`src/rtl/regfile_wb_arbiter_pkg.sv`:
```
// Shared constants for the register-file writeback arbiter: default widths,
// the x0 address and the grant encoding used by the arbiter's history bit.
package regfile_wb_arbiter_pkg;

  localparam int unsigned DATA_W_DEF = 32;
  localparam int unsigned ADDR_W_DEF = 5;

  localparam int unsigned ZERO_REG = 0;

  typedef enum logic {
    GRANT_ALU = 1'b0,
    GRANT_MEM = 1'b1
  } grant_e;

endpackage : regfile_wb_arbiter_pkg

```
`src/rtl/regfile_wb_arbiter_rr_arbiter2.sv`:
```
// Two-requester arbiter: round-robin on conflict, or mem-always-wins when
// FIXED_PRIO is set. Grant is one-hot, bit index = grant_e encoding.
module rr_arbiter2
  import regfile_wb_arbiter_pkg::*;
#(
  parameter bit FIXED_PRIO = 1'b0
) (
  input  logic       clock,
  input  logic       reset,
  input  logic [1:0] req,
  output logic [1:0] grant
);

  grant_e last_grant;

  always_comb begin
    grant = 2'b00;
    if (!reset) begin
      if (req[GRANT_ALU] && req[GRANT_MEM]) begin
        if (FIXED_PRIO || (last_grant == GRANT_ALU)) grant[GRANT_MEM] = 1'b1;
        else                                         grant[GRANT_ALU] = 1'b1;
      end else begin
        grant = req;
      end
    end
  end

  // Every grant is a transfer: ready is the grant, and grant implies valid.
  // NOTE: sequential state uses non-blocking assignments so every flop
  // samples the pre-edge values regardless of process ordering.
  always_ff @(posedge clock) begin
    if (reset) begin
      last_grant <= GRANT_MEM;
    end else if (|grant) begin
      last_grant <= grant[GRANT_MEM] ? GRANT_MEM : GRANT_ALU;
    end
  end

endmodule : rr_arbiter2

```
`src/rtl/regfile_wb_arbiter.sv`:
```
// Shares the regfile write port between ALU and load writeback, drops x0
// writes, and forwards the write held in the output stage to two queries.
module regfile_wb_arbiter
  import regfile_wb_arbiter_pkg::*;
#(
  parameter int unsigned DATA_W     = DATA_W_DEF,
  parameter int unsigned ADDR_W     = ADDR_W_DEF,
  parameter bit          FIXED_PRIO = 1'b0
) (
  input  logic              clock,
  input  logic              reset,
  input  logic              alu_valid,
  output logic              alu_ready,
  input  logic [ADDR_W-1:0] alu_rd,
  input  logic [DATA_W-1:0] alu_data,
  input  logic              mem_valid,
  output logic              mem_ready,
  input  logic [ADDR_W-1:0] mem_rd,
  input  logic [DATA_W-1:0] mem_data,
  output logic              rf_load,
  output logic [ADDR_W-1:0] rf_w_address,
  output logic [DATA_W-1:0] rf_w_in,
  input  logic [ADDR_W-1:0] q1_addr,
  input  logic [ADDR_W-1:0] q2_addr,
  output logic              q1_hit,
  output logic              q2_hit,
  output logic [DATA_W-1:0] fwd_data
);

  logic [1:0]        grant;
  logic              transfer;
  logic [ADDR_W-1:0] sel_rd;
  logic [DATA_W-1:0] sel_data;
  logic              sel_writes;

  rr_arbiter2 #(
    .FIXED_PRIO (FIXED_PRIO)
  ) u_arb (
    .clock (clock),
    .reset (reset),
    .req   ({mem_valid, alu_valid}),
    .grant (grant)
  );

  assign alu_ready = grant[GRANT_ALU];
  assign mem_ready = grant[GRANT_MEM];
  assign transfer  = |grant;

  always_comb begin
    sel_rd   = alu_rd;
    sel_data = alu_data;
    if (grant[GRANT_MEM]) begin
      sel_rd   = mem_rd;
      sel_data = mem_data;
    end
  end

  // x0 requests are still accepted so the source never stalls on them.
  assign sel_writes = transfer && (sel_rd != ADDR_W'(ZERO_REG));

  // Address and data only move on a real write, so forwarding data stays
  // meaningful and the bus toggles less; rf_load alone qualifies them.
  always_ff @(posedge clock) begin
    if (reset) begin
      rf_load      <= 1'b0;
      rf_w_address <= '0;
      rf_w_in      <= '0;
    end else begin
      rf_load <= sel_writes;
      if (sel_writes) begin
        rf_w_address <= sel_rd;
        rf_w_in      <= sel_data;
      end
    end
  end

  assign q1_hit   = rf_load && (q1_addr == rf_w_address);
  assign q2_hit   = rf_load && (q2_addr == rf_w_address);
  assign fwd_data = rf_w_in;

endmodule : regfile_wb_arbiter

```
`config.mk`:
```
export PLATFORM = sky130hd
export DESIGN_NAME = regfile_wb_arbiter
export DESIGN_NICKNAME = d
export VERILOG_FILES = /design/src/rtl/regfile_wb_arbiter_pkg.sv /design/src/rtl/regfile_wb_arbiter_rr_arbiter2.sv /design/src/rtl/regfile_wb_arbiter.sv
export SDC_FILE = /design/constraint.sdc
export NUM_CORES = 1
export LEC_CHECK = 0
export CAP_MARGIN = 20
export CELL_PAD_IN_SITES_DETAIL_PLACEMENT = 0
export CELL_PAD_IN_SITES_GLOBAL_PLACEMENT = 1
export CORE_MARGIN = 2
export CORE_UTILIZATION = 25
export CTS_CLUSTER_SIZE = 20
export DETAILED_ROUTE_END_ITERATION = 6
export GPL_TIMING_DRIVEN = 0
export PLACE_DENSITY_LB_ADDON = 0.1
export RECOVER_POWER = 25
export SETUP_SLACK_MARGIN = 0.4
export SYNTH_ARGS = -nofsm -noshare
export SYNTH_HDL_FRONTEND = slang
export SYNTH_SLANG_ARGS = --single-unit
```
`constraint.sdc`:
```
create_clock -name clock -period 2.7 [get_ports clock]
set_clock_uncertainty 0.05 [all_clocks]
set_input_delay 0.81 -clock clock [delete_from_list [all_inputs] [get_ports clock]]
set_output_delay 0.81 -clock clock [all_outputs]
set_load 0.01 [all_outputs]
```
After elaboration in Yosys (flattened, before gate mapping)
Index checks and enable logic that the tools add are counted.
{ "totals": {"output_inout_bits": 74, "input_bits": 88, "register_bits": 39, "word_cells": 19} }
{ "classes": {"reduce_logical": 6, "eq_ne": 2, "mux": 7} }
{ "ops": {"columns": ["op", "count"], "rows": [
  ["32-bit 2-to-1 mux", 1],
  ["5-bit equality test", 2],
  ["5-bit 2-to-1 mux", 1],
  ["5-bit nonzero test", 1],
  ["1-bit logical AND", 4],
  ["2-bit 2-to-1 mux", 2],
  ["1-bit 2-to-1 mux", 3],
  ["2-bit OR reduction", 1]
]} }

Depth between registers and ports, before layout
Gate-level depths: netlist (run 1).
{ "depth": {"word_depth": 6, "ltp_mapped": 6, "depth_no_buf": 4} }

Modules after synthesis
A second synthesis (run 1) with hierarchy kept.
{ "hier_totals": {"cells_unflattened": 289, "area_unflattened_um2": 2661.3} }
{ "modules_own_cells": {"columns": ["module", "cells_each", "instances", "seq_area_each_um2", "area_per_inst_um2"], "rows": [
  ["regfile_wb_arbiter", 281, 1, 760.7, 2601.2],
  ["rr_arbiter2", 8, 1, 20.0, 60.1]
]} }

Least setup slack after synthesis (run 1)
OpenSTA, ideal clock, no wires.
{ "synth_timing": {"path_type": "input to output", "from": "input port reset", "to": "output port alu_ready", "required_ps": 1840, "arrival_ps": 1870, "slack_ps": -30, "path_buffers": 2, "stages": 6, "path_cell_list": "and2b_4 > nand2_1 > buf_2 > buf_2 > inv_2 > nor2_1"} }
{ "synth_between": {"elab_chain_len": 1} }
{ "synth_rtl": {"columns": ["element", "line_no", "rtl"], "rows": [
  ["from (decl)", "regfile_wb_arbiter.sv:11", "input logic reset,"],
  ["2-bit 2-to-1 mux", "regfile_wb_arbiter_rr_arbiter2.sv:18", "if (!reset) begin"],
  ["to (decl)", "regfile_wb_arbiter.sv:13", "output logic alu_ready,"]
]} }
Every way passes these cells.

Worst setup path in the final report (run 1)
{ "layout_timing": {"from": "input port q1_addr[4]", "to": "output port q1_hit"} }
{ "layout_between": {"elab_chain_len": 2} }
{ "layout_rtl": {"columns": ["element", "line_no", "rtl"], "rows": [
  ["from (decl)", "regfile_wb_arbiter.sv:23", "input logic [ADDR_W-1:0] q1_addr,"],
  ["5-bit equality test", "regfile_wb_arbiter.sv:77", "assign q1_hit = rf_load && (q1_addr == rf_w_address);"],
  ["1-bit logical AND", "regfile_wb_arbiter.sv:77", null],
  ["to (decl)", "regfile_wb_arbiter.sv:25", "output logic q1_hit,"]
]} }
Every way passes these cells.

==> results.cfg, run 1 <==
[routing]
wl_met2_um = 3262
drt.antenna.violating_nets = 0
top_layer_used = met4
wl_met3_um = 514
wl_per_cell_um = 13.33
viasPerCell = 4.236
drtPass1Iterations = 4
first_iter_violations = 25
finalWirelength_um = 6943
drc_errors = 0
vias = 2207
wl_met1_um = 3127

[cts]
clk_pin_slew_ns = 0.07
clk_latency_ns = 0.28
clock_path_buffers = 2
cts_buffers = 5
cts_sinks = 39
cts_tree = yes
htree_levels = 2
cts-root-buf = clkbuf_8
hold_buffers = 0

[layout]
final_cell_mix = clkdlybuf4s50_1 (112), mux2i_1 (67), buf_4 (42), dfxtp_1 (39), nand2b_1 (31)
area_growth_pct = 88.01
multi_input_area_sq_um = 1226
ff_latch_area_sq_um = 780.7
final_cells = 521
drive_gt1_frac = 0.2220
fin_area_sq_um = 4354
antennaDiodeCount = 0
final_common_cell = clkdlybuf4s50_1
fillerInstances = 879
nNetsFinal = 499

[flow_run]
maxCapViolCount = 0

[synthesis]
synth_cell_type_count = 29
synth_area_leaders = dfxtp_1 (34%), mux2i_1 (29%), buf_4 (10%), nand2b_1 (8.4%), xor2_1 (3.0%)
postSynthAreaPerCell_sq_um = 10.20
synth_top_area_frac = 0.3371
ys_ff_latch = 39
synth_cells = 227
netlist_area_sq_um = 2316
syn-num-nets = 315
seq_area_frac_synth = 0.3371
yosysTopAreaCell = dfxtp_1
yosysWarningCount = 0

[global_route]
grt_pass1_wl_um = 11010
grt_antenna_before_repair = 0
grt.overflow.total = 0
grt_pass1_vias = 2250
grt_max_degree = 11
grt_usage = 0.1386

[outcome]
status = complete, no violations

[min_path]
hold_depth = 2
min_from = fwd_data[7]
hold_path_class = flop to flop

[critical_path]
crit_path_max_fanout = 1
crit-reg2reg-launch = u_arb.last_grant
path_class = primary input to primary output
cp-end-kind = primary output
r2r_cells = 7
cp.required_ns = 1.84
cp.arrival_ns = 1.64
start_kind = primary input
crit_start = q1_addr[4]

[power_and_ir_drop]
irDropWorstVdd_mv = 0.1744
power_mw = 1.735
power_leakage_nw = 2.059
p_per_area_nw_per_um2 = 398.4

[floorplan]
start_util = 0.2543
die_area_sq_um = 10050
die_y_um = 100.3
num_rows = 35
die_w_um = 100.3
core_sq_um = 9109
io_pins = 162

[timing]
fin_ws_ns = 0.1954
finalCritPeriodShare = 0.9276
fin_crit_ns = 2.505
drv_slew = 0
tightest_slew_ns = 0.7644
hold_viol = 0
rsz0062_at_grt = yes
max_slew_margin = 0.4904
fin_setup_tns_ns = 0
setup_viol = 0
fmax_mhz = 399.3

[placed_design]
post-place-cells = 499
gp_congestion = 0.7451
portBuffers = 161
hpwl_um = 5273
place_ws_ns = -0.8199
placed_cell_area_sq_um = 4109
## cell usage after synthesis
cell,n
o31a_2,1
nand2_1,2
and4b_1,1
nor3_4,1
a211oi_2,1
clkbuf_1,5
and3_1,2
o21bai_1,1
mux2i_1,68
buf_4,32
xor2_1,8
and2b_4,1
a21oi_1,1
and2_1,1
nand2b_1,31
nor2_1,3
nor4_1,3
buf_8,3
buf_2,4
or2_1,1
o32ai_1,5
inv_1,6
nor3_1,1
a311oi_1,1
inv_2,1
xnor2_1,2
dfxtp_1,39
or4_4,1
a211oi_4,1
## state kept, by name, summed over array words and instances (netlist names)
register and cells:
fwd_data 32, rf_load 1, rf_w_address 5, u_arb.last_grant 1
## power breakdown
part           total (mW)  switching [mW]  internal [mW]
Sequential          0.687          0.0521          0.635
Clock               0.367           0.194          0.173
Combinational       0.681           0.228          0.453
## worst max-delay path, stage by stage
cell	delay, ns
buf_6	0.09
xor2_2	0.14
nor4_2	0.28
and3_1	0.19
buf_2	0.13
## through the flow
| step | hold slack, ns | utilization |
|---|---|---|
| 2_1_floorplan | 0.4308 | - |
| 3_3_place_gp | 0.4256 | 0.4511 |
| 3_5_place_dp | 0.4293 | 0.4511 |
| 4_1_cts | 0.4423 | 0.4765 |
| 5_1_grt | 0.4647 | 0.4780 |
| 6_report | 0.4361 | 0.4780 |
## path summary, 6_finish.rpt
path                  endpoint  slack, ns
setup / recovery        q1_hit       0.20
hold / removal     fwd_data[7]       0.44
hold reg to reg    fwd_data[7]       0.44
setup reg to reg  fwd_data[12]       0.82
## routing by layer
metal | vias up | global-route usage
met3 | 2 | 0.04318
met1 | 998 | 0.1767
met4 | 0 | 0.03161
li1 | 1108 | -
met5 | - | 0
met2 | 99 | 0.2297
## what timing repair did
item	CTS	global route
hold endpoints to repair	0	0
setup endpoints to repair	41	35
buffers inserted	14	1
pin swaps	11	9
gates cloned	1	0
gates resized for setup	79	16
## final cells by class
type	count	share of cell area
inverter	7	0.008908
clock buffer	6	0.01667
timing repair buffer	177	0.3989
multi-input combinational	137	0.2816
sequential	39	0.1793
buffer	44	0.08276
tap	111	0.03190
## logic make-up (layout without fill, tap and decap cells)
group | count (synthesis) | after routing | share of synthesized area
AO/OA/AOI/OAI | 11 | 11 | 0.04646
XOR/XNOR | 10 | 10 | 0.03782
multiplexers | 68 | 68 | 0.2939
buffers and inverters | 51 | 234 | 0.1513
flip-flops | 39 | 39 | 0.3371
AND/OR/NAND/NOR | 48 | 48 | 0.1334
(Power assumes the default switching activity.)
==> run 2, diff against run 1 <==
--- a/config.mk
+++ b/config.mk
@@ -8,8 +8,8 @@
 export CAP_MARGIN = 20
 export CELL_PAD_IN_SITES_DETAIL_PLACEMENT = 0
 export CELL_PAD_IN_SITES_GLOBAL_PLACEMENT = 1
-export CORE_MARGIN = 2
-export CORE_UTILIZATION = 25
+export CORE_MARGIN = 3
+export CORE_UTILIZATION = 26
 export CTS_CLUSTER_SIZE = 20
 export DETAILED_ROUTE_END_ITERATION = 6
 export GPL_TIMING_DRIVEN = 0
@@ -18,4 +18,5 @@
 export SETUP_SLACK_MARGIN = 0.4
 export SYNTH_ARGS = -nofsm -noshare
 export SYNTH_HDL_FRONTEND = slang
+export SYNTH_HIERARCHICAL = 1
 export SYNTH_SLANG_ARGS = --single-unit
==> results.cfg, run 2 <==
[outcome]
status = complete, no violations

[flow_run]
maxCapViolCount = 0

[floorplan]
num_rows = 36
start_util = 0.2698
die_area_sq_um = 11490
io_pins = 162
core_sq_um = 9864
die_y_um = 107.2
die_w_um = 107.2

[layout]
antennaDiodeCount = 0
final_common_cell = clkdlybuf4s50_1
drive_gt1_frac = 0.2781
multi_input_area_sq_um = 1410
nNetsFinal = 559
ff_latch_area_sq_um = 780.7
area_growth_pct = 78.94
largest_reg_flops = 32
fillerInstances = 958
final_cell_mix = clkdlybuf4s50_1 (111), buf_4 (45), dfxtp_1 (39), inv_1 (33), nor2_1 (27)

[power_and_ir_drop]
power_leakage_nw = 1.987
power_mw = 1.864
p_per_area_nw_per_um2 = 391.4
irDropWorstVdd_mv = 0.1666

[placed_design]
portBuffers = 161
hpwl_um = 6909
gp_congestion = 0.7317

[cts]
htree_levels = 2
cts_tree = yes
clk_latency_ns = 0.29
cts_sinks = 39
clk_pin_slew_ns = 0.08
cts-root-buf = clkbuf_8
cts_buffers = 5
clock_path_buffers = 2

[timing]
tightest_slew_ns = 0.7621
holdWs_ns = 0.4242
fin_setup_tns_ns = 0
hold_viol = 0
fmax_mhz = 396.8
fin_crit_ns = 2.520
max_slew_margin = 0.4920
rsz0062_at_grt = yes
drv_slew = 0
setup_viol = 0
finalCritPeriodShare = 0.9334

[routing]
finalWirelength_um = 9439
drc_errors = 0
wl_per_cell_um = 15.63
first_iter_violations = 94
drtPass1Iterations = 4
viasPerCell = 4.589
vias = 2772
drt.antenna.violating_nets = 0

[synthesis]
syn-num-nets = 377
yosysWarningCount = 6
postSynthAreaPerCell_sq_um = 9.209
yosysTopAreaCell = dfxtp_1
synth_top_area_frac = 0.2934
netlist_area_sq_um = 2661
synth_common_cells = dfxtp_1 (39), inv_1 (34), buf_4 (33)
synth_cells = 289
async_flop_share = 0
synth_edf_count = 0
seq_area_frac_synth = 0.2934
yosysMostFrequentCell = dfxtp_1
ys_ff_latch = 39
synth_area_leaders = dfxtp_1 (29%), a221oi_2 (15%), buf_4 (9.3%), o2bb2ai_1 (8.6%), inv_1 (4.8%)
ys.flop_type = dfxtp_1
synth_cell_type_count = 35

[critical_path]
crit_path_max_fanout = 1
critPathMaxStageDelay_ns = 0.47
path_class = primary input to primary output
start_kind = primary input
cp.arrival_ns = 1.66
cp.required_ns = 1.84
slowest_stage = clkdlybuf4s50_1
path_cells = clkdlybuf4s50_1 > xnor2_1 > and3_1 > buf_2
cp-end-kind = primary output

[global_route]
grt_antenna_before_repair = 0
grt_max_degree = 12
grt_pass1_wl_um = 15060
grt_pass1_vias = 2885
grt.overflow.total = 0
grt_usage = 0.1647

[min_path]
hold_path_class = flop to flop
## run 2: changes by cell type after synthesis, sizes merged, moves of 7 or more
cell	previous run	this run
o2bb2ai	0	26
mux2i	68	3
or3b	0	7
nor2	3	28
a221oi	0	26
inv	7	34
nand2b	31	12
buf	39	47
## run 2: through the flow
step / instance area [sq um] / setup slack (ns) / std cells / util
final: 4762 / 0.1798 / 604 / 0.4828
after detailed placement: 4444 / -0.6354 / 583 / 0.4505
after global placement: 4444 / -0.6172 / 583 / 0.4505
after global routing: 4762 / 0.1408 / 604 / 0.4828
after CTS: 4733 / 0.1689 / 604 / 0.4798
after floorplan: 2666 / 0.4212 / 289 / -
## run 2: worst max-delay path: cells and delay by family
kind / cells / cell delay, ns
AND/OR/NAND/NOR: 1 / 0.15
XOR/XNOR: 1 / 0.11
buffers and inverters: 2 / 0.60
## run 2: repair_timing
action / in CTS / in global routing
pin swaps: 16 / 7
hold buffers: 0 / 0
gates cloned: 2 / 0
resized for setup: 87 / 18
endpoints found under the setup margin: 42 / 32
setup buffers: 12 / 0
## run 2: layout make-up
class / count / area share
buffer: 56 / 0.09012
sequential: 39 / 0.1640
multi-input combinational: 160 / 0.2961
clock inverter: 1 / 0.001051
clock buffer: 6 / 0.01734
tap: 133 / 0.03494
timing repair buffer: 175 / 0.3697
inverter: 34 / 0.02680
## run 2: cell families after synthesis
logic type	synth area share
AND/OR/NAND/NOR	0.1514
flip-flops	0.2934
AO/OA/AOI/OAI	0.3089
buffers and inverters	0.1895
multiplexers	0.02398
XOR/XNOR	0.03291
## run 2: per-layer routing
layer / vias to the layer above / track usage / share of wire
met5: - / 0 / 0
met4: 0 / 0.03105 / 0.0048
met3: 2 / 0.04937 / 0.074
met2: 96 / 0.2779 / 0.50
met1: 1294 / 0.2085 / 0.42
li1: 1380 / - / -
## run 2: worst paths after layout
check / startpoint / end / slack, ns / cells after the start
setup reg to reg: u_arb/last_grant / fwd_data[20] / 0.62 / 8
hold / removal: fwd_data[14] / fwd_data[14] / 0.42 / 2
setup / recovery: q2_addr[0] / q2_hit / 0.18 / 4
hold reg to reg: fwd_data[14] / fwd_data[14] / 0.42 / 2
## run 2: power by group
part           total [mW]  internal [mW]  leakage, nW  switching [mW]
registers           0.681          0.632        0.323          0.0488
clock network       0.419          0.201       0.0470           0.218
logic               0.764          0.478         1.62           0.286
